$ cat config.mk
export PLATFORM = sky130hd
export DESIGN_NAME = shared_reg_arbiter_flat
export DESIGN_NICKNAME = d
export VERILOG_FILES = /design/src/rtl/shared_reg_arbiter_pkg.sv /design/src/rtl/shared_reg_arbiter_if.sv /design/src/rtl/shared_reg_arbiter_picker.sv /design/src/rtl/shared_reg_arbiter.sv /design/src/flat_wrapper.sv
export SDC_FILE = /design/constraint.sdc
export NUM_CORES = 1
export LEC_CHECK = 0
export CORE_MARGIN = 8
export CORE_UTILIZATION = 34
export CTS_CLUSTER_SIZE = 20
export DETAILED_ROUTE_END_ITERATION = 10
export GPL_TIMING_DRIVEN = 0
export SLEW_MARGIN = 20
export SYNTH_ARGS = -nofsm -noshare
export SYNTH_HDL_FRONTEND = slang
export SYNTH_HIERARCHICAL = 1
export SYNTH_SLANG_ARGS = --single-unit
export TNS_END_PERCENT = 10
$ cat constraint.sdc
create_clock -name clk -period 7.96 [get_ports clk]
set_input_delay 1.194 -clock clk [delete_from_list [all_inputs] [get_ports clk]]
set_output_delay 1.194 -clock clk [all_outputs]
set_load 0.01 [all_outputs]
$ cat src/rtl/shared_reg_arbiter_pkg.sv
// Shared types and constants for the round-robin shared-register arbiter.
package shared_reg_arbiter_pkg;

    localparam int ID_W          = 4;
    localparam int DEF_NREQ      = 16;
    localparam int DEF_WIDTH     = 4;
    localparam int DEF_MAX_BURST = 4;

    typedef enum logic {
        IDLE,
        LOCKED
    } state_e;

    // Index of the requester after idx, wrapping at n.
    function automatic logic [ID_W-1:0] next_index(input logic [ID_W-1:0] idx, input int n);
        return (int'(idx) == n - 1) ? '0 : idx + ID_W'(1);
    endfunction

endpackage

$ cat src/rtl/shared_reg_arbiter_if.sv
// Request/ack bus between the requesters and the shared-register arbiter.
interface shared_reg_arbiter_if
    import shared_reg_arbiter_pkg::*;
#(
    parameter int NREQ  = DEF_NREQ,
    parameter int WIDTH = DEF_WIDTH
);
    logic [NREQ-1:0]       req;
    logic [NREQ-1:0]       lock;
    logic [NREQ*WIDTH-1:0] wdata;
    logic [NREQ-1:0]       ack;
    logic [WIDTH-1:0]      d_out;
    logic                  wr_valid;
    logic [ID_W-1:0]       gnt_id;
    logic                  owner_locked;

    modport master (
        output req, lock, wdata,
        input  ack, d_out, wr_valid, gnt_id, owner_locked
    );

    modport slave (
        input  req, lock, wdata,
        output ack, d_out, wr_valid, gnt_id, owner_locked
    );
endinterface

$ cat src/rtl/shared_reg_arbiter_picker.sv
// Combinational round-robin picker: first eligible index at or after pointer, wrapping.
module rr_priority_picker
    import shared_reg_arbiter_pkg::*;
#(
    parameter int NREQ = DEF_NREQ
) (
    input  logic [NREQ-1:0] eligible,
    input  logic [ID_W-1:0] pointer,
    output logic            found,
    output logic [ID_W-1:0] winner
);
    logic [2*NREQ-1:0] doubled;
    logic [NREQ-1:0]   rotated;
    logic [ID_W:0]     sum;

    // NOTE: every output of a combinational block gets a default first, so no path infers a latch.
    always_comb begin
        doubled = {eligible, eligible} >> pointer;
        rotated = doubled[NREQ-1:0];
        found   = 1'b0;
        winner  = '0;
        sum     = '0;
        for (int k = 0; k < NREQ; k++) begin
            if (!found && rotated[k]) begin
                found = 1'b1;
                sum   = {1'b0, pointer} + (ID_W+1)'(k);
                if (sum >= (ID_W+1)'(NREQ)) sum = sum - (ID_W+1)'(NREQ);
                winner = sum[ID_W-1:0];
            end
        end
    end
endmodule

$ cat src/rtl/shared_reg_arbiter.sv
// One WIDTH-bit register shared by NREQ requesters: round-robin grant, one write per cycle, bounded burst lock.
module shared_reg_arbiter
    import shared_reg_arbiter_pkg::*;
#(
    parameter int NREQ      = DEF_NREQ,
    parameter int WIDTH     = DEF_WIDTH,
    parameter int MAX_BURST = DEF_MAX_BURST
) (
    input logic                 clk,
    input logic                 rst_n,
    shared_reg_arbiter_if.slave bus
);
    localparam logic [ID_W-1:0] MAX_CNT = ID_W'(MAX_BURST);

    state_e            state_q, state_d;
    logic [ID_W-1:0]   ptr_q, ptr_d;
    logic [ID_W-1:0]   owner_q, owner_d;
    logic [ID_W-1:0]   cnt_q, cnt_d;
    logic [NREQ-1:0]   ack_q, ack_d;
    logic [WIDTH-1:0]  d_out_q, d_out_d;
    logic              wr_valid_q, wr_valid_d;
    logic [ID_W-1:0]   gnt_id_q, gnt_id_d;

    logic [NREQ-1:0]   eligible;
    logic              found;
    logic [ID_W-1:0]   pick;
    logic              do_write, release_lock;
    logic [ID_W-1:0]   wr_id;
    logic [WIDTH-1:0]  wdata_arr [NREQ];

    // A requester acked last cycle is masked so its still-high req cannot write twice.
    assign eligible = bus.req & ~ack_q;

    rr_priority_picker #(.NREQ(NREQ)) u_picker (
        .eligible (eligible),
        .pointer  (ptr_q),
        .found    (found),
        .winner   (pick)
    );

    always_comb begin
        for (int k = 0; k < NREQ; k++) wdata_arr[k] = bus.wdata[k*WIDTH +: WIDTH];
    end

    always_comb begin
        state_d      = state_q;
        ptr_d        = ptr_q;
        owner_d      = owner_q;
        cnt_d        = cnt_q;
        ack_d        = '0;
        d_out_d      = d_out_q;
        wr_valid_d   = 1'b0;
        gnt_id_d     = gnt_id_q;
        do_write     = 1'b0;
        release_lock = 1'b0;
        wr_id        = pick;

        case (state_q)
            IDLE: begin
                if (found) begin
                    do_write = 1'b1;
                    if (bus.lock[pick]) begin
                        owner_d = pick;
                        cnt_d   = ID_W'(1);
                        state_d = LOCKED;
                    end else begin
                        ptr_d = next_index(pick, NREQ);
                    end
                end
            end
            LOCKED: begin
                wr_id = owner_q;
                if (cnt_q >= MAX_CNT) begin
                    release_lock = 1'b1;
                end else if (eligible[owner_q]) begin
                    // A write with lock low is the owner's last one.
                    do_write     = 1'b1;
                    cnt_d        = cnt_q + ID_W'(1);
                    release_lock = !bus.lock[owner_q] || (cnt_d == MAX_CNT);
                end else if (!bus.req[owner_q] && !ack_q[owner_q]) begin
                    release_lock = 1'b1;
                end
            end
            default: state_d = IDLE;
        endcase

        if (release_lock) begin
            state_d = IDLE;
            ptr_d   = next_index(owner_q, NREQ);
        end

        if (do_write) begin
            ack_d[wr_id] = 1'b1;
            d_out_d      = wdata_arr[wr_id];
            wr_valid_d   = 1'b1;
            gnt_id_d     = wr_id;
        end
    end

    // NOTE: sequential state uses non-blocking assignments so every flop samples pre-edge values.
    always_ff @(posedge clk or negedge rst_n) begin
        if (!rst_n) begin
            state_q    <= IDLE;
            ptr_q      <= '0;
            owner_q    <= '0;
            cnt_q      <= '0;
            ack_q      <= '0;
            d_out_q    <= '0;
            wr_valid_q <= 1'b0;
            gnt_id_q   <= '0;
        end else begin
            state_q    <= state_d;
            ptr_q      <= ptr_d;
            owner_q    <= owner_d;
            cnt_q      <= cnt_d;
            ack_q      <= ack_d;
            d_out_q    <= d_out_d;
            wr_valid_q <= wr_valid_d;
            gnt_id_q   <= gnt_id_d;
        end
    end

    assign bus.ack          = ack_q;
    assign bus.d_out        = d_out_q;
    assign bus.wr_valid     = wr_valid_q;
    assign bus.gnt_id       = gnt_id_q;
    assign bus.owner_locked = (state_q == LOCKED);
endmodule

$ cat src/flat_wrapper.sv
// flat-port wrapper written by rule: the top's interface ports become plain ports
module shared_reg_arbiter_flat import shared_reg_arbiter_pkg::*;
#(
    parameter int NREQ      = DEF_NREQ,
    parameter int WIDTH     = DEF_WIDTH,
    parameter int MAX_BURST = DEF_MAX_BURST
)
  (clk, rst_n, bus_req, bus_lock, bus_wdata, bus_ack, bus_d_out, bus_wr_valid, bus_gnt_id, bus_owner_locked);
  shared_reg_arbiter_if #(.NREQ(NREQ), .WIDTH(WIDTH)) bus_i ();
  input logic clk;
  input logic rst_n;
  input wire logic [$bits(bus_i.req)-1:0] bus_req;
  input wire logic [$bits(bus_i.lock)-1:0] bus_lock;
  input wire logic [$bits(bus_i.wdata)-1:0] bus_wdata;
  output wire logic [$bits(bus_i.ack)-1:0] bus_ack;
  output wire logic [$bits(bus_i.d_out)-1:0] bus_d_out;
  output wire logic [$bits(bus_i.wr_valid)-1:0] bus_wr_valid;
  output wire logic [$bits(bus_i.gnt_id)-1:0] bus_gnt_id;
  output wire logic [$bits(bus_i.owner_locked)-1:0] bus_owner_locked;
  assign bus_i.req = bus_req;
  assign bus_i.lock = bus_lock;
  assign bus_i.wdata = bus_wdata;
  assign bus_ack = bus_i.ack;
  assign bus_d_out = bus_i.d_out;
  assign bus_wr_valid = bus_i.wr_valid;
  assign bus_gnt_id = bus_i.gnt_id;
  assign bus_owner_locked = bus_i.owner_locked;
  shared_reg_arbiter #(.NREQ(NREQ), .WIDTH(WIDTH), .MAX_BURST(MAX_BURST)) u_core (.clk(clk), .rst_n(rst_n), .bus(bus_i));
endmodule
; ---- After elaboration in Yosys (flattened, before gate mapping)
; Cells that the tools add are included.
[totals]
regBits = 38
inputBits = 98
out_inout_bits = 26
word_cells = 207
[op_classes]
addsub = 34
order_cmp = 22
eq_ne = 9
shift = 1
muxes = 89
n_bitwise = 4
reduce_logical = 40
[op_table]
columns = cell, count
row1 = 4-bit 2-to-1 mux, 45
row2 = "5-bit greater-or-equal comparator, second input constant", 16
row3 = "4-bit by 1-bit subtractor with 4-bit output, second input constant", 16
row4 = "4-bit by 4-bit adder with 5-bit output, second input constant", 8
row5 = 1-bit 2-to-1 mux, 34
row6 = 32-bit by 4-bit right shift with 16-bit output, 1
row7 = "4-bit by 3-bit adder with 5-bit output, second input constant", 4
row8 = 1-bit binary-select mux with 4-bit select, 5
row9 = 1-bit zero test, 18
row10 = 1-bit logical AND, 17
row11 = 16-bit bitwise AND, 1
row12 = 4-bit binary-select mux with 4-bit select, 1
row13 = 16-bit 2-to-1 mux, 1
row14 = 16-bit NOT, 1
row15 = "4-bit by 5-bit less-than comparator with 1-bit output, second input constant", 3
row16 = "4-bit by 1-bit adder with 4-bit output, second input constant", 3
row17 = "4-bit by 2-bit adder with 5-bit output, second input constant", 2
row18 = "4-bit by 1-bit equality test with 1-bit output, second input constant", 2
row19 = 4-bit one-hot mux with 2 select lines, 1
row20 = "2-bit by 1-bit inequality test with 1-bit output, second input constant", 3
row21 = "2-bit inequality test, second input constant", 3
row22 = 3-bit AND reduction, 2
row23 = "4-bit by 1-bit adder with 5-bit output, second input constant", 1
row24 = "4-bit by 5-bit greater-or-equal comparator with 1-bit output, second input constant", 1
row25 = 10 further kinds, 10

; ---- Longest topological paths before layout
; Gate-level depths: netlist (run 1).
[depth]
ltp_word = 55
depth_mapped = 22
ltp_nobuf = 15

; ---- Cells and area by module
; The synthesis (run 1) kept the hierarchy.
[by_module_without_submodules]
columns = module, n_inst, cells_each, area_each_um2, seq_area_each_um2
row1 = shared_reg_arbiter, 1, 327, 3144.3, 950.9
row2 = rr_priority_picker, 1, 278, 2294.7, 0.0

; ---- Least setup slack after synthesis (run 1)
; Ideal clock, no wire load.
[synth_path]
path_type = input to register
startpoint = input port bus_req[4]
endpoint = register u_core.ptr_q[1]
arrival_ns = 5.420
t_required_ns = 7.835
slack_ns = 2.415
path_stages = 16
n_path_buf = 2
path_cell_list = nor2b_1 mux4_1 mux2_2 or2_0 o32ai_2 nand2_1 clkbuf_1 nor3_1 nand3_1 nand2_1 buf_6 mux4_2 mux4_2 nor2_4 mux2_1 mux2_4
[synth_between]
elab_chain_len = 54
[synth_rtl]
columns = item, line_no
row1 = "start, declared", flat_wrapper.sv:12  ; input wire logic [$bits(bus_i.req)-1:0] bus_req;
row2 = 16-bit bitwise AND (*), shared_reg_arbiter.sv:32  ; assign eligible = bus.req & ~ack_q;
row3 = 32-bit by 4-bit right shift with 16-bit output (*), shared_reg_arbiter_picker.sv:18  ; doubled = {eligible, eligible} >> pointer;
row4 = 1-bit 2-to-1 mux, shared_reg_arbiter_picker.sv:24  ; if (!found && rotated[k]) begin
row5 = 1-bit zero test, shared_reg_arbiter_picker.sv:24
row6 = 1-bit logical AND, shared_reg_arbiter_picker.sv:24
row7 = 1-bit 2-to-1 mux, shared_reg_arbiter_picker.sv:24
row8 = 1-bit zero test, shared_reg_arbiter_picker.sv:24
row9 = 1-bit logical AND, shared_reg_arbiter_picker.sv:24
row10 = [39 not listed], -
row11 = 4-bit 2-to-1 mux (*), shared_reg_arbiter_picker.sv:24
row12 = named net u_core.pick[0], shared_reg_arbiter.sv:26  ; logic [ID_W-1:0] pick;
row13 = 4-bit by 1-bit adder with 4-bit output or 4-bit by 1-bit equality test with 1-bit output (tied branches), shared_reg_arbiter_pkg.sv:16  ; return (int'(idx) == n - 1) ? '0 : idx + ID_W'(1);
row14 = 4-bit 2-to-1 mux, shared_reg_arbiter_pkg.sv:16
row15 = 4-bit 2-to-1 mux, shared_reg_arbiter.sv:62  ; if (bus.lock[pick]) begin
row16 = 4-bit 2-to-1 mux, shared_reg_arbiter.sv:60  ; if (found) begin
row17 = 4-bit 2-to-1 mux, shared_reg_arbiter.sv:58  ; case (state_q)
row18 = 4-bit 2-to-1 mux, shared_reg_arbiter.sv:87  ; if (release_lock) begin
row19 = "end signal, assigned", shared_reg_arbiter.sv:113  ; ptr_q <= ptr_d;
row20 = "end, declared", shared_reg_arbiter.sv:16  ; logic [ID_W-1:0] ptr_q, ptr_d;
; The timed path passes the listed nets; every way through them passes the cells marked *. The select of a mux whose other input is x is not followed.
; A chain may end at the register's enable or synchronous reset.

; ---- Final worst setup path (run 1)
[layout_path]
startpoint = input port bus_req[8]
endpoint = register u_core.ptr_q[1]
[layout_between]
elab_chain_len = 54
[layout_rtl]
columns = item, line_no
row1 = 16-bit bitwise AND (*), shared_reg_arbiter.sv:32
row2 = named net u_core.eligible[8], shared_reg_arbiter.sv:24  ; logic [NREQ-1:0] eligible;
row3 = 32-bit by 4-bit right shift with 16-bit output (*), shared_reg_arbiter_picker.sv:18
row4 = 1-bit 2-to-1 mux, shared_reg_arbiter_picker.sv:24
row5 = 1-bit zero test, shared_reg_arbiter_picker.sv:24
row6 = 1-bit logical AND, shared_reg_arbiter_picker.sv:24
row7 = 1-bit 2-to-1 mux, shared_reg_arbiter_picker.sv:24
row8 = 1-bit zero test, shared_reg_arbiter_picker.sv:24
row9 = [35 not listed], -
row10 = 1-bit zero test, shared_reg_arbiter_picker.sv:24
row11 = 1-bit logical AND, shared_reg_arbiter_picker.sv:24
row12 = 1-bit 2-to-1 mux, shared_reg_arbiter_picker.sv:24
row13 = 1-bit zero test, shared_reg_arbiter_picker.sv:24
row14 = 1-bit logical AND, shared_reg_arbiter_picker.sv:24
row15 = 4-bit 2-to-1 mux (*), shared_reg_arbiter_picker.sv:24
row16 = named net u_core.pick[2], shared_reg_arbiter.sv:26
row17 = "parallel branches: the longest is 6 deep, another holds 1-bit binary-select mux with 4-bit select", -
; Mark *: on every way through the listed nets, which the timed path passes. The select of a mux whose other input is x is not followed.

==> impl_metrics.env, run 1 <==
export IMPL_status="completed"
export IMPL_cp_slowest_stage_delay_ns=0.70
export IMPL_timing_critical_path_mode_cell="mux4_2"
export IMPL_cts_setup_buffers=0
export IMPL_postSynthCellCount=605
export IMPL_finClkSkew_ns=0.00249
export IMPL_die_area_mm2=0.0203
export IMPL_cp_start_kind="input pin"
export IMPL_synth_distinct_cells=81
export IMPL_syn_nets=714
export IMPL_ys_seq_elements=38
export IMPL_chipHeight_um=142
export IMPL_ios=124
export IMPL_slew_headroom_pct=27.8
export IMPL_row_count=46
export IMPL_critPathMaxFanout=9
export IMPL_hold_depth=1
export IMPL_max_freq_mhz=144
export IMPL_hold_viol_final=0
export IMPL_wl_per_cell_um=21.0
export IMPL_num_vias=5477
export IMPL_drt_initial_drc_count=317
export IMPL_first_global_vias=5848
export IMPL_path_cells="clkdlybuf4s50_1 > nor2b_1 > mux4_1 > mux2i_1 > nand2b_4 > o22ai_1 > nand4_1 > o21ai_0 > a2111oi_0 > o211ai_1 > buf_2 > mux4_2 > mux4_2 > nor2_4 > mux2_1 > mux2_4"
export IMPL_io_buffers=123
export IMPL_yosysSeqAreaShare_pct=17.5
export IMPL_crit_buf_inv=2
export IMPL_end_kind="flop"
export IMPL_drt_first_pass_iters=5
export IMPL_synthFlopType="dfrtp_1"
export IMPL_routed_wl_um=20000
export IMPL_min_to="u_core/bus.d_out[3]"
export IMPL_reg2reg_depth=17
export IMPL_fp_dieW_um=142
export IMPL_synth_area_leaders="dfrtp_1, mux4_2, mux2i_1"
export IMPL_cts_root_buf="clkbuf_16"
export IMPL_setup_violations=0
export IMPL_antenna_cells=0
export IMPL_reg2reg_to="u_core/ptr_q[1]"
export IMPL_grt_pass1_wl_um=31700
export IMPL_required_ns=8.13
export IMPL_route_detailed_drc=0
export IMPL_drv_slew=0
export IMPL_grt_setup_unrepaired="false"
export IMPL_min_period_ns=6.93
export IMPL_track_usage_pct=19.6
export IMPL_min_from="u_core/bus.d_out[3]"
export IMPL_hold_path_class="reg2reg"
export IMPL_gp_congestion=0.899
export IMPL_dp_hpwl_um=16200
export IMPL_cts_tree="done"
export IMPL_yosys_area_top_type_share_pct=17.5
export IMPL_fin_crit_sh_pct=87.0
export IMPL_cts_resized=0
export IMPL_critPathTopFamily="multiplexers"
export IMPL_rrSetupSlack_ns=1.88
export IMPL_max_cap_violations=0
export IMPL_ctsHtreeMaxLevel=2
export IMPL_crit_type="in2reg"
export IMPL_routed_via_density=5.75
export IMPL_slowest_stage="o22ai_1"
export IMPL_antenna_found_initial=0
export IMPL_tightest_slew_ns=1.07
export IMPL_fin_tns_setup_ns=0
export IMPL_yosys_warnings=6
export IMPL_synth_top_area_cell="dfrtp_1"
export IMPL_fill_cells=1565
export IMPL_netlist_area_mm2=0.00544
export IMPL_synth_edff_count=0
export IMPL_clkLatencyLatePin_ns=0.28
export IMPL_cts_made_buffers=5
export IMPL_grt_overflow=0
export IMPL_cts_sinks=38
export IMPL_grt_max_degree=27
export IMPL_rr_startpoint="u_core/ptr_q[1]"
export IMPL_core_area_mm2=0.0158
export IMPL_fin_nets=845
export IMPL_cts_buffer_depth=2
export IMPL_cts_hold_buf=0
export IMPL_path_clk_slew_ns=0.06
export IMPL_drive_gt1_share_pct=15.7
export IMPL_arrival_ns=7.09
export IMPL_start_util_pct=34.5
export IMPL_synthArstFlopShare_pct=100
export IMPL_area_growth_pct=30.6
export IMPL_route_antenna_remaining_nets=0
export IMPL_syn_area_per_cell_um2=8.99
-- registers in the layout, indices dropped and copies added, names as in the netlist --
register and flops:
u_core/bus.owner_locked 1, u_core/bus.wr_valid 1, u_core/bus.ack 16, u_core/bus.gnt_id 4, u_core/bus.d_out 4, u_core/owner_q 4, u_core/cnt_q 4, u_core/ptr_q 4
-- per-stage QoR --
step,hold slack (ns),std cells,utilization (%),cell area [um^2],worst slack [ns]
3_3_place_gp,0.494,944,44.0,6940,0.818
2_1_floorplan,0.522,605,-,5440,2.42
4_1_cts,0.514,953,45.0,7100,1.12
6_report,0.513,953,45.0,7100,1.03
5_1_grt,0.528,953,45.0,7100,0.915
3_5_place_dp,0.497,945,44.1,6960,0.852
-- cells by family after synthesis --
family / after synthesis / synth area share, %
flip-flops: 38 / 17.5
adder cells (fa/ha/maj): 11 / 2.53
AND/OR/NAND/NOR: 241 / 22.7
XOR/XNOR: 12 / 1.93
AO/OA/AOI/OAI: 124 / 17.2
multiplexers: 119 / 31.1
buffers and inverters: 60 / 6.99
-- synth_stat cells (4+ instances only) --
| library cell | count |
|---|---|
| nand4_1 | 7 |
| o22ai_1 | 8 |
| a221oi_1 | 4 |
| a22oi_1 | 5 |
| mux4_1 | 8 |
| mux4_2 | 24 |
| and2_1 | 6 |
| dfrtp_1 | 38 |
| nor2b_1 | 26 |
| nor4_1 | 9 |
| inv_1 | 16 |
| xnor2_1 | 8 |
| mux2_2 | 30 |
| buf_2 | 12 |
| clkbuf_1 | 13 |
| o31ai_1 | 5 |
| buf_1 | 5 |
| nand2b_1 | 6 |
| mux2i_1 | 49 |
| xor2_1 | 4 |
| a2111oi_0 | 4 |
| a31oi_1 | 7 |
| o211ai_1 | 5 |
| buf_6 | 6 |
| a21oi_1 | 18 |
| nor2_1 | 28 |
| a211oi_1 | 8 |
| ha_1 | 11 |
| buf_12 | 4 |
| nor3b_1 | 4 |
| nand2_1 | 67 |
| nand3_1 | 32 |
| mux2_4 | 6 |
| o21ai_0 | 17 |
| nor3_1 | 36 |
-- cell type report --
class / instances / area (um^2) / share of cell area (%)
multi-input combinational: 507 / 4110 / 57.8
inverter: 16 / 60.1 / 0.846
timing repair buffer: 124 / 1250 / 17.5
clock inverter: 1 / 5.00 / 0.0705
sequential: 38 / 951 / 13.4
tap: 216 / 270 / 3.80
buffer: 44 / 320 / 4.51
clock buffer: 7 / 143 / 2.01
-- how the worst max path moves through the flow --
stage | endpoint | start | cells after the start | slack (ns)
floorplan | u_core/ptr_q[1] | bus_req[4] | 16 | 2.42
global placement | u_core/ptr_q[1] | bus_req[8] | 16 | 0.82
detailed placement | u_core/bus.d_out[2] | bus_req[8] | 17 | 0.85
CTS | u_core/bus.d_out[2] | bus_req[8] | 17 | 1.12
global route | u_core/bus.d_out[2] | bus_req[8] | 17 | 0.91
finish | u_core/ptr_q[1] | bus_req[8] | 16 | 1.03
-- cell usage in the layout (no fill, tap or decap), types with 7 or more instances in the layout --
cell type | Yosys | routed
xnor2_1 | 8 | 8
ha_1 | 11 | 11
nor2_1 | 28 | 28
nor2b_1 | 26 | 26
mux2_2 | 30 | 30
a21oi_1 | 18 | 18
clkbuf_1 | 13 | 14
mux2i_1 | 49 | 49
nor3_1 | 36 | 36
nor4_1 | 9 | 9
mux4_1 | 8 | 8
o22ai_1 | 8 | 8
clkdlybuf4s50_1 | 0 | 122
a31oi_1 | 7 | 7
buf_2 | 12 | 13
inv_1 | 16 | 16
nand2_1 | 67 | 67
nand4_1 | 7 | 7
o21ai_0 | 17 | 17
nand3_1 | 32 | 32
a211oi_1 | 8 | 8
mux4_2 | 24 | 24
dfrtp_1 | 38 | 38
-- per-layer routing --
layer  wire length (um)  up-vias  track usage, %
li1                   -     2585               -
met1               8010     2621            22.2
met2              10100      228            35.4
met3               1170       43            3.69
met4                699        0            7.89
met5                  0        -               0
-- worst register-to-register path, delay by kind of cell (launching register included) --
kind / cells / cell delay [ns]
mux: 5 / 1.93
simple gates: 4 / 1.27
buf+inv: 4 / 1.18
compound gates: 4 / 1.16
flops: 1 / 0.45
Power of run 1 is left out: the tool's default activity adds up to more than one toggle a clock period on the data nets, which glitch-free logic cannot reach.
==> inputs of run 2 (changes only) <==
--- a/config.mk
+++ b/config.mk
@@ -10,6 +10,7 @@
 export CTS_CLUSTER_SIZE = 20
 export DETAILED_ROUTE_END_ITERATION = 10
 export GPL_TIMING_DRIVEN = 0
+export PLACE_DENSITY = 0.65
 export SLEW_MARGIN = 20
 export SYNTH_ARGS = -nofsm -noshare
 export SYNTH_HDL_FRONTEND = slang
==> run 2 against run 1 <==
Maximum frequency increased by 3.7%. Cell area rose by 0.32%. Wire length decreased by 5.3%. Highest routed layer unchanged. Critical path type unchanged. Sequential cell count is the same. Die area is the same. Clock-buffer cell count is 2 lower.
==> impl_metrics.env, run 2 (synthesis gave the netlist of run 1 again) <==
export IMPL_io_buffers=123
export IMPL_dp_hpwl_um=15300
export IMPL_routed_wl_um=18900
export IMPL_slew_headroom_pct=35.3
export IMPL_crit_type="in2reg"
export IMPL_grt_pass1_wl_um=31000
export IMPL_ios=124
export IMPL_end_kind="flop"
export IMPL_largest_reg_flops=16
export IMPL_max_freq_mhz=150
export IMPL_area_growth_pct=31.0
export IMPL_min_period_ns=6.68
export IMPL_hold_viol_final=0
export IMPL_clkLatencyLatePin_ns=0.28
export IMPL_hold_depth=1
export IMPL_gp_congestion=0.905
export IMPL_grt_max_degree=29
export IMPL_cts_made_buffers=5
export IMPL_finClkSkew_ns=0.00477
export IMPL_cts_sinks=38
export IMPL_track_usage_pct=19.0
export IMPL_status="completed"
export IMPL_fin_crit_sh_pct=83.9
export IMPL_ctsHtreeMaxLevel=2
export IMPL_reg2reg_to="u_core/bus.d_out[2]"
export IMPL_first_global_vias=5722
export IMPL_critPathMaxFanout=10
export IMPL_rr_startpoint="u_core/ptr_q[1]"
export IMPL_tightest_slew_ns=0.965
export IMPL_cts_buffer_depth=2
export IMPL_hold_path_class="reg2reg"
export IMPL_required_ns=8.13
export IMPL_preCtsSetupSlack_ns=1.05
export IMPL_cts_tree="done"
export IMPL_cts_resized=0
export IMPL_max_cap_violations=0
export IMPL_fin_tns_setup_ns=0
export IMPL_min_to="u_core/bus.gnt_id[0]"
export IMPL_num_vias=5522
export IMPL_setup_violations=0
export IMPL_drive_gt1_share_pct=15.9
export IMPL_finalInstanceArea_mm2=0.00713
export IMPL_cts_root_buf="clkbuf_16"
export IMPL_min_from="u_core/bus.gnt_id[0]"
export IMPL_die_area_mm2=0.0203
export IMPL_start_util_pct=34.5
export IMPL_antenna_found_initial=0
export IMPL_cts_hold_buf=0
export IMPL_fin_nets=845
export IMPL_drt_initial_drc_count=530
export IMPL_fin_ws_ns=1.28
export IMPL_arrival_ns=6.84
export IMPL_layout_common_cells="clkdlybuf4s50_1, nand2_1, mux2i_1"
export IMPL_path_clk_slew_ns=0.06
export IMPL_cp_start_kind="input pin"
export IMPL_wl_per_cell_um=19.9
export IMPL_final_common_cell="clkdlybuf4s50_1"
export IMPL_routed_via_density=5.79
export IMPL_route_detailed_drc=0
export IMPL_core_area_mm2=0.0158
export IMPL_place_area_mm2=0.00696
export IMPL_antenna_cells=0
export IMPL_fp_dieW_um=142
export IMPL_cts_setup_buffers=0
export IMPL_grt_setup_unrepaired="false"
export IMPL_rrSetupSlack_ns=2.04
export IMPL_grt_overflow=0
export IMPL_drt_first_pass_iters=5
export IMPL_row_count=46
export IMPL_chipHeight_um=142
export IMPL_drv_slew=0
export IMPL_route_antenna_remaining_nets=0
export IMPL_reg2reg_depth=18
## run 2: changes by cell type in the layout (fill, tap and decap cells not counted)
cell	change
bufinv_16	+1
clkinv_2	-1
clkbuf_1	-1
clkbuf_8	-1
clkinvlp_4	+2
## run 2: stage by stage
step                instances  utilization (%)  hold WS (ns)
detailed placement        945             44.1         0.498
CTS                       953             45.2         0.512
finish                    953             45.2         0.509
global route              953             45.2         0.530
floorplan                 605                -         0.522
global placement          944             44.0         0.489
## run 2: cell type report
cell class                 instances  area (um^2)
buffer                            44          320
clock buffer                       5          125
clock inverter                     3         45.0
fill                            1584         8640
inverter                          16         60.1
multi-input combinational        507         4110
sequential                        38          951
tap                              216          270
timing repair buffer             124         1250
## run 2: worst max-delay path by stage
stage	startpoint	depth (start not counted)	slack, ns	end
floorplan	bus_req[4]	16	2.42	u_core/ptr_q[1]
global placement	bus_req[10]	17	1.08	u_core/bus.d_out[3]
detailed placement	bus_req[4]	17	1.05	u_core/bus.d_out[3]
CTS	bus_req[4]	18	1.35	u_core/bus.d_out[3]
global route	bus_req[4]	17	1.02	u_core/bus.d_out[3]
finish	bus_req[4]	18	1.28	u_core/bus.d_out[2]
## run 2: routing by layer
metal / vias to the layer above / global-route usage, % / wire length [um]
met1: 2640 / 22.8 / 7540
met4: 0 / 5.26 / 435
li1: 2596 / - / -
met3: 34 / 5.33 / 1670
met5: - / 0 / 0
met2: 252 / 32.4 / 9280
## run 2: critical path, cell delays in order
cell and delay [ns]:
clkdlybuf4s50_1 0.45, nor2b_1 0.21, mux4_1 0.56, mux2_2 0.34, or2_0 0.22, o32ai_2 0.55
nand2_1 0.22, clkbuf_1 0.27, nor3_1 0.29, a2111oi_0 0.12, o211ai_1 0.32, buf_2 0.32
inv_1 0.13, o21ai_1 0.76, mux4_2 0.35, nor2b_1 0.18, a31oi_1 0.06, mux2_4 0.27
Power of run 2 is left out for the same reason.
==> edit 1: new RTL, config.mk and constraints of run 1 <==
Make the reset (`rst_n`) synchronous in one clocked block.
--- a/src/rtl/shared_reg_arbiter.sv
+++ b/src/rtl/shared_reg_arbiter.sv
@@ -100,3 +100,3 @@
     // NOTE: sequential state uses non-blocking assignments so every flop samples pre-edge values.
-    always_ff @(posedge clk or negedge rst_n) begin
+    always_ff @(posedge clk) begin
         if (!rst_n) begin
Function: differs if rst_n is asserted again (counterexample within 4 cycles, from zero or initial values and one cycle with rst_n low); with rst_n held inactive, the same outputs for 4 cycles.
==> edit 1 against run 1 <==
- final area fell by 5.8%
- routed wire length is 5.5% lower
- sequential share of layout area shrank 2.0 points
- sequential cell count did not move
- core utilization up 0.80 points
- largest cell class unchanged
- global-route usage decreased by 0.73 points
- synthesized area decreased by 6.6%
- worst setup slack gained 0.092 ns
==> edit 1: results (changes against run 1) <==
Timing
  – Max Clock Skew: 0.00753 ns (+0.00504 ns)
  – Final worst path period share: 0.859 (-0.0116)
  – Worst-Margin Slew: 1.02 ns (-0.0482 ns)

Synth
  – Top FF cell, synth: dfxtp_1
  – Yosys cell types: 79 (-2.5%)
  – Syn nets: 682 (-4.5%)
  – Largest cells by area after synthesis: mux4_2 18%, dfxtp_1 15%, mux2i_1 7.5%
  – Sequential element share of the synthesized area: 0.150 (-0.0250)
  – Post-synth ARST share: 0 (-1.00)
  – Top post-synthesis cells by count: 51 x nand2_1, 41 x nor2_1, 40 x mux4_2

Global route
  – Vias in the first global route: 5,722 (-2.2%)
  – First-pass GRT wire length: 30.2 mm (-4.7%)
  – Largest net degree at the start of global routing: 13 (-52%)
  – GRT Total Usage: 0.189 (-0.00726)

Worst hold path
  – Hold path depth: 2 (+1)
  – Hold Crit Class: flip-flop to flip-flop

Route
  – Vias: 5,424 (-0.97%)
  – Wire per inst: 21.3 um (+1.4%)
  – Starting DRT DRC Count: 413 (+30%)
  – Initial DRT Pass Iterations: 5 (unchanged)

Final layout
  – Share of cells above drive strength 1: 0.156 (-0.00114)
  – Fill cell count: 1,422 (-9.1%)
  – # diodes: 0 (unchanged)
  – NumNets Final: 812 (-3.9%)
  – Max FFs per register: 16 (unchanged)

Placement
  – HPWL Detailed: 15.5 mm (-3.9%)
  – Post-place setup slack: 0.918 ns (+0.0657 ns)
  – Port bufs: 123 (unchanged)
  – Routability cong.: 0.890 (-0.93%)

Worst setup path
  – CP startpoint: bus_req[9]
  – Slowest cell on the critical path: mux4_1
  – FF-to-FF setup slack: 2.05 ns (+0.17 ns)
  – CP max stage delay: 0.64 ns (-0.06 ns)
  – R2r worst-path depth: 19 (+2)
  – R2r startpoint: u_core/ptr_q[1]
  – CP arrival: 6.99 ns (-0.10 ns)
  – FF-to-FF End: u_core/bus.d_out[2]
  – CP max FO: 10 (+1)

CTS
  – Postcts setup bufs: 0 (unchanged)
  – Clock transition at the registers of the reported paths: 0.06 ns (about the same)
  – Clock root buffer: clkbuf_16

Pwr
  – Maximum VDD drop: 200 uV

Status
  – Status: complete, no violations
edit 1: worst min path at each step:
stage,start,endpoint
floorplan,u_core/cnt_q[3],u_core/cnt_q[3]
global placement,u_core/bus.gnt_id[1],u_core/bus.gnt_id[1]
detailed placement,u_core/bus.gnt_id[3],u_core/bus.gnt_id[3]
CTS,u_core/bus.gnt_id[3],u_core/bus.gnt_id[3]
global route,u_core/bus.d_out[0],u_core/bus.d_out[0]
finish,u_core/bus.gnt_id[0],u_core/bus.gnt_id[0]
edit 1: power by group:
group          switching, W  total [W]  internal, W
sequential        0.0000439   0.000289     0.000245
combinational       0.00124    0.00220     0.000963
clock             0.0000731   0.000197     0.000124
total               0.00136    0.00269      0.00133
edit 1: per-layer routing:
metal | vias up | GRT usage | part of all wire
met5 | - | 0 | 0
met4 | 0 | 0.0864 | 0.036
met3 | 42 | 0.0452 | 0.076
met2 | 267 | 0.338 | 0.50
met1 | 2614 | 0.207 | 0.38
li1 | 2501 | - | -
edit 1: worst max-delay path: cells and delay by family:
family                 cells  cell delay [ns]
AND/OR/NAND/NOR            6             1.25
buffers and inverters      3             1.13
multiplexers               5             2.16
AO/OA/AOI/OAI              4             1.21
edit 1: cell type report:
cell class                      count  share of cell area
Buffer                             40              0.0303
Clock buffer                        7              0.0213
Clock inverter                      1            0.000748
Inverter                           16             0.00898
Multi-Input combinational cell    479               0.606
Sequential cell                    38               0.114
Tap cell                          184              0.0344
Timing Repair Buffer              123               0.184
edit 1: logic make-up (layout without fill, tap and decap cells):
group,Yosys count,count (layout),share of synthesized area
simple gates,217,217,0.223
compound gates,131,131,0.193
mux,108,108,0.334
buf+inv,56,187,0.0517
fa+ha+maj,11,11,0.0271
xor+xnor,12,12,0.0207
flops,38,38,0.150
edit 1: metrics by stage:
stage,hold slack (ns),cells,cell area [sq um]
6_report,0.509,888,6690
5_1_grt,0.544,888,6690
4_1_cts,0.514,888,6690
3_5_place_dp,0.497,880,6540
3_3_place_gp,0.478,880,6540
2_1_floorplan,0.485,573,5080
==> edit 2: new RTL, config.mk and constraints of run 1 <==
Without the edit above. The package constant `DEF_NREQ` goes from 16 to 8.
--- a/src/rtl/shared_reg_arbiter_pkg.sv
+++ b/src/rtl/shared_reg_arbiter_pkg.sv
@@ -4,3 +4,3 @@
     localparam int ID_W          = 4;
-    localparam int DEF_NREQ      = 16;
+    localparam int DEF_NREQ      = 8;
     localparam int DEF_WIDTH     = 4;
Ports: changed (resized bus_ack, bus_lock, bus_req and bus_wdata); port bits go from 124 to 68. No check against the original RTL was run, so the function may have changed too.
==> edit 2 against run 1 <==
- maximum frequency rose by 18%
- final area fell by 42%
- count of clock-buffer cells in the layout fell by 2
- routed wire length fell by 51%
- clock skew rose by 0.0036 ns
- sequential cell count fell by 8
- worst setup slack improved by 1.1 ns
- synthesized area fell by 41%
- critical path type unchanged
==> edit 2: results (changes against run 1) <==
Final layout
  – # diodes: 0 (unchanged)
  – NumNets Final: 492 (-42%)
  – Max FFs per register: 8 (-8)
  – Fill cell count: 923 (-41%)
  – Share of cells above drive strength 1: 0.126 (-0.0312)

Worst setup path
  – Top delay family on crit path: multiplexers
  – CP startpoint: bus_req[1]
  – R2r startpoint: u_core/ptr_q[1]
  – FF-to-FF setup slack: 2.97 ns (+1.09 ns)
  – CP max FO: 7 (-2)
  – CP Capture Point: u_core/ptr_q[1]
  – Slowest cell on the critical path: a2bb2oi_1
  – CP arrival: 6.04 ns (-1.05 ns)
  – R2r worst-path depth: 13 (-4)
  – CP max stage delay: 0.75 ns (+0.05 ns)

Synth
  – Largest cells by area after synthesis: dfrtp_1 23%, mux2i_1 5.9%, ha_1 5.9%
  – Sequential element share of the synthesized area: 0.234 (+0.0595)
  – Ys Warns: 6 (unchanged)
  – Mux contribution to synthesized area: 0.201 (-0.110)
  – Adder-cell share of the synthesized area: 0.0586 (+0.0333)
  – Syn nets: 418 (-41%)
  – Top FF cell, synth: dfrtp_1
  – Post-synth ARST share: 1.00 (unchanged)
  – Yosys cell types: 61 (-25%)
  – Post-synthesis compound-gate area fraction: 0.203 (+0.0311)
  – Post-Synth XOR/XNOR Area: 0.0219 (+0.00254)
  – Top post-synthesis cells by count: 40 x nor2_1, 34 x a21oi_1, 30 x dfrtp_1

Route
  – Vias: 3,000 (-45%)
  – Initial DRT Pass Iterations: 4 (-1)
  – Starting DRT DRC Count: 218 (-31%)
  – Final wirelength: 9.77 mm (-51%)

Worst hold path
  – Hold Crit Start: u_core/bus.d_out[1]
  – Hold Crit Class: flip-flop to flip-flop

Global route
  – Initial antenna violation count: 0 (unchanged)
  – GRT Total Usage: 0.151 (-0.0452)
  – Vias in the first global route: 3,115 (-47%)
  – Largest net degree at the start of global routing: 31 (+15%)
  – First-pass GRT wire length: 15.8 mm (-50%)

CTS
  – CTS Buffer Depth: 2 (unchanged)
  – Total CTS buffers: 5 (unchanged)
  – CTS H-tree depth: 2 (unchanged)
  – Post-CTS Resized: 0 (unchanged)
  – Clock transition at the registers of the reported paths: 0.07 ns
  – Sink Count: 30 (-21%)
  – Postcts setup bufs: 0 (unchanged)
  – Clock root buffer: clkbuf_8
  – Worst skew pair latency: 0.28 ns (about the same)

Pwr
  – Leak pwr: 1.64 nW
  – Maximum VDD drop: 235 uV

Timing
  – Max Clock Skew: 0.00609 ns (+0.00360 ns)
  – Final worst path period share: 0.737 (-0.133)
  – Max-slew headroom: 0.385 (+0.107)

Status
  – Status: complete, no violations

Placement
  – Port bufs: 67 (-46%)
  – Post-place setup slack: 1.89 ns (+1.03 ns)
  – Routability cong.: 0.903 (+0.50%)
  – HPWL Detailed: 7.76 mm (-52%)
==> edit 2: changes by cell type after synthesis, moves of 16 or more <==
cell     before  now
nand2_1      67   19
mux2i_1      49   19
nor3_1       36    8
mux2_2       30    6
nand3_1      32    8
a21oi_1      18   34
mux4_2       24    8
==> edit 2: power breakdown <==
part | internal (W) | switching [W]
registers | 0.000224 | 0.0000549
clock network | 0.0000920 | 0.0000615
logic | 0.000770 | 0.00103
total | 0.00109 | 0.00115
==> edit 2: final cells by class <==
cell class	instances	area, sq um	area share
Multi-Input combinational cell	288	2270	0.551
Buffer	22	138	0.0334
Sequential cell	30	751	0.182
Timing Repair Buffer	67	666	0.162
Tap cell	111	139	0.0337
Clock buffer	5	68.8	0.0167
Clock inverter	3	40.0	0.00972
Inverter	13	48.8	0.0119
==> edit 2: metrics by stage <==
step	utilization	cells	hold WS (ns)	cell area, sq um	power [W]
finish	0.448	539	0.536	4120	0.00223
global route	0.448	539	0.577	4120	0.00242
CTS	0.448	539	0.536	4120	0.00224
detailed placement	0.436	531	0.520	4010	0.00208
global placement	0.436	531	0.513	4010	0.00204
floorplan	-	353	0.510	3200	0.00162
==> edit 2: worst min path at each step <==
stage	to	cells past startpoint
after CTS	u_core/bus.d_out[1]	2
after detailed placement	u_core/bus.gnt_id[2]	2
after floorplan	u_core/cnt_q[0]	1
final	u_core/bus.d_out[1]	2
after global placement	u_core/bus.d_out[1]	2
after global routing	u_core/bus.gnt_id[1]	2
==> edit 2: routing by layer <==
metal	wire, um	part of all wire	track usage
met5	0	0	0
met4	94	0.0096	0.0329
met3	505	0.052	0.0357
met2	5060	0.52	0.279
met1	4110	0.42	0.172
==> edit 2: logic make-up after synthesis <==
kind of cell | after synthesis
and+or+nand+nor | 132
AOI/OAI and AO/OA | 91
muxes | 42
buffers and inverters | 35
DFF | 30
adders and majority gates | 15
xor gates and xnor gates | 8
==> edit 2: worst register-to-register path: stages (launching register included) <==
cell,delay [ns]
dfrtp_1,0.45
buf_6,0.16
buf_2,0.25
mux4_2,0.40
and2_1,0.24
a211oi_4,0.31
nand4_2,0.20
or3_4,0.46
a2bb2oi_1,0.75
mux4_1,0.70
mux2i_4,0.25
nand3_4,0.13
mux2_4,0.32
mux2_4,0.26
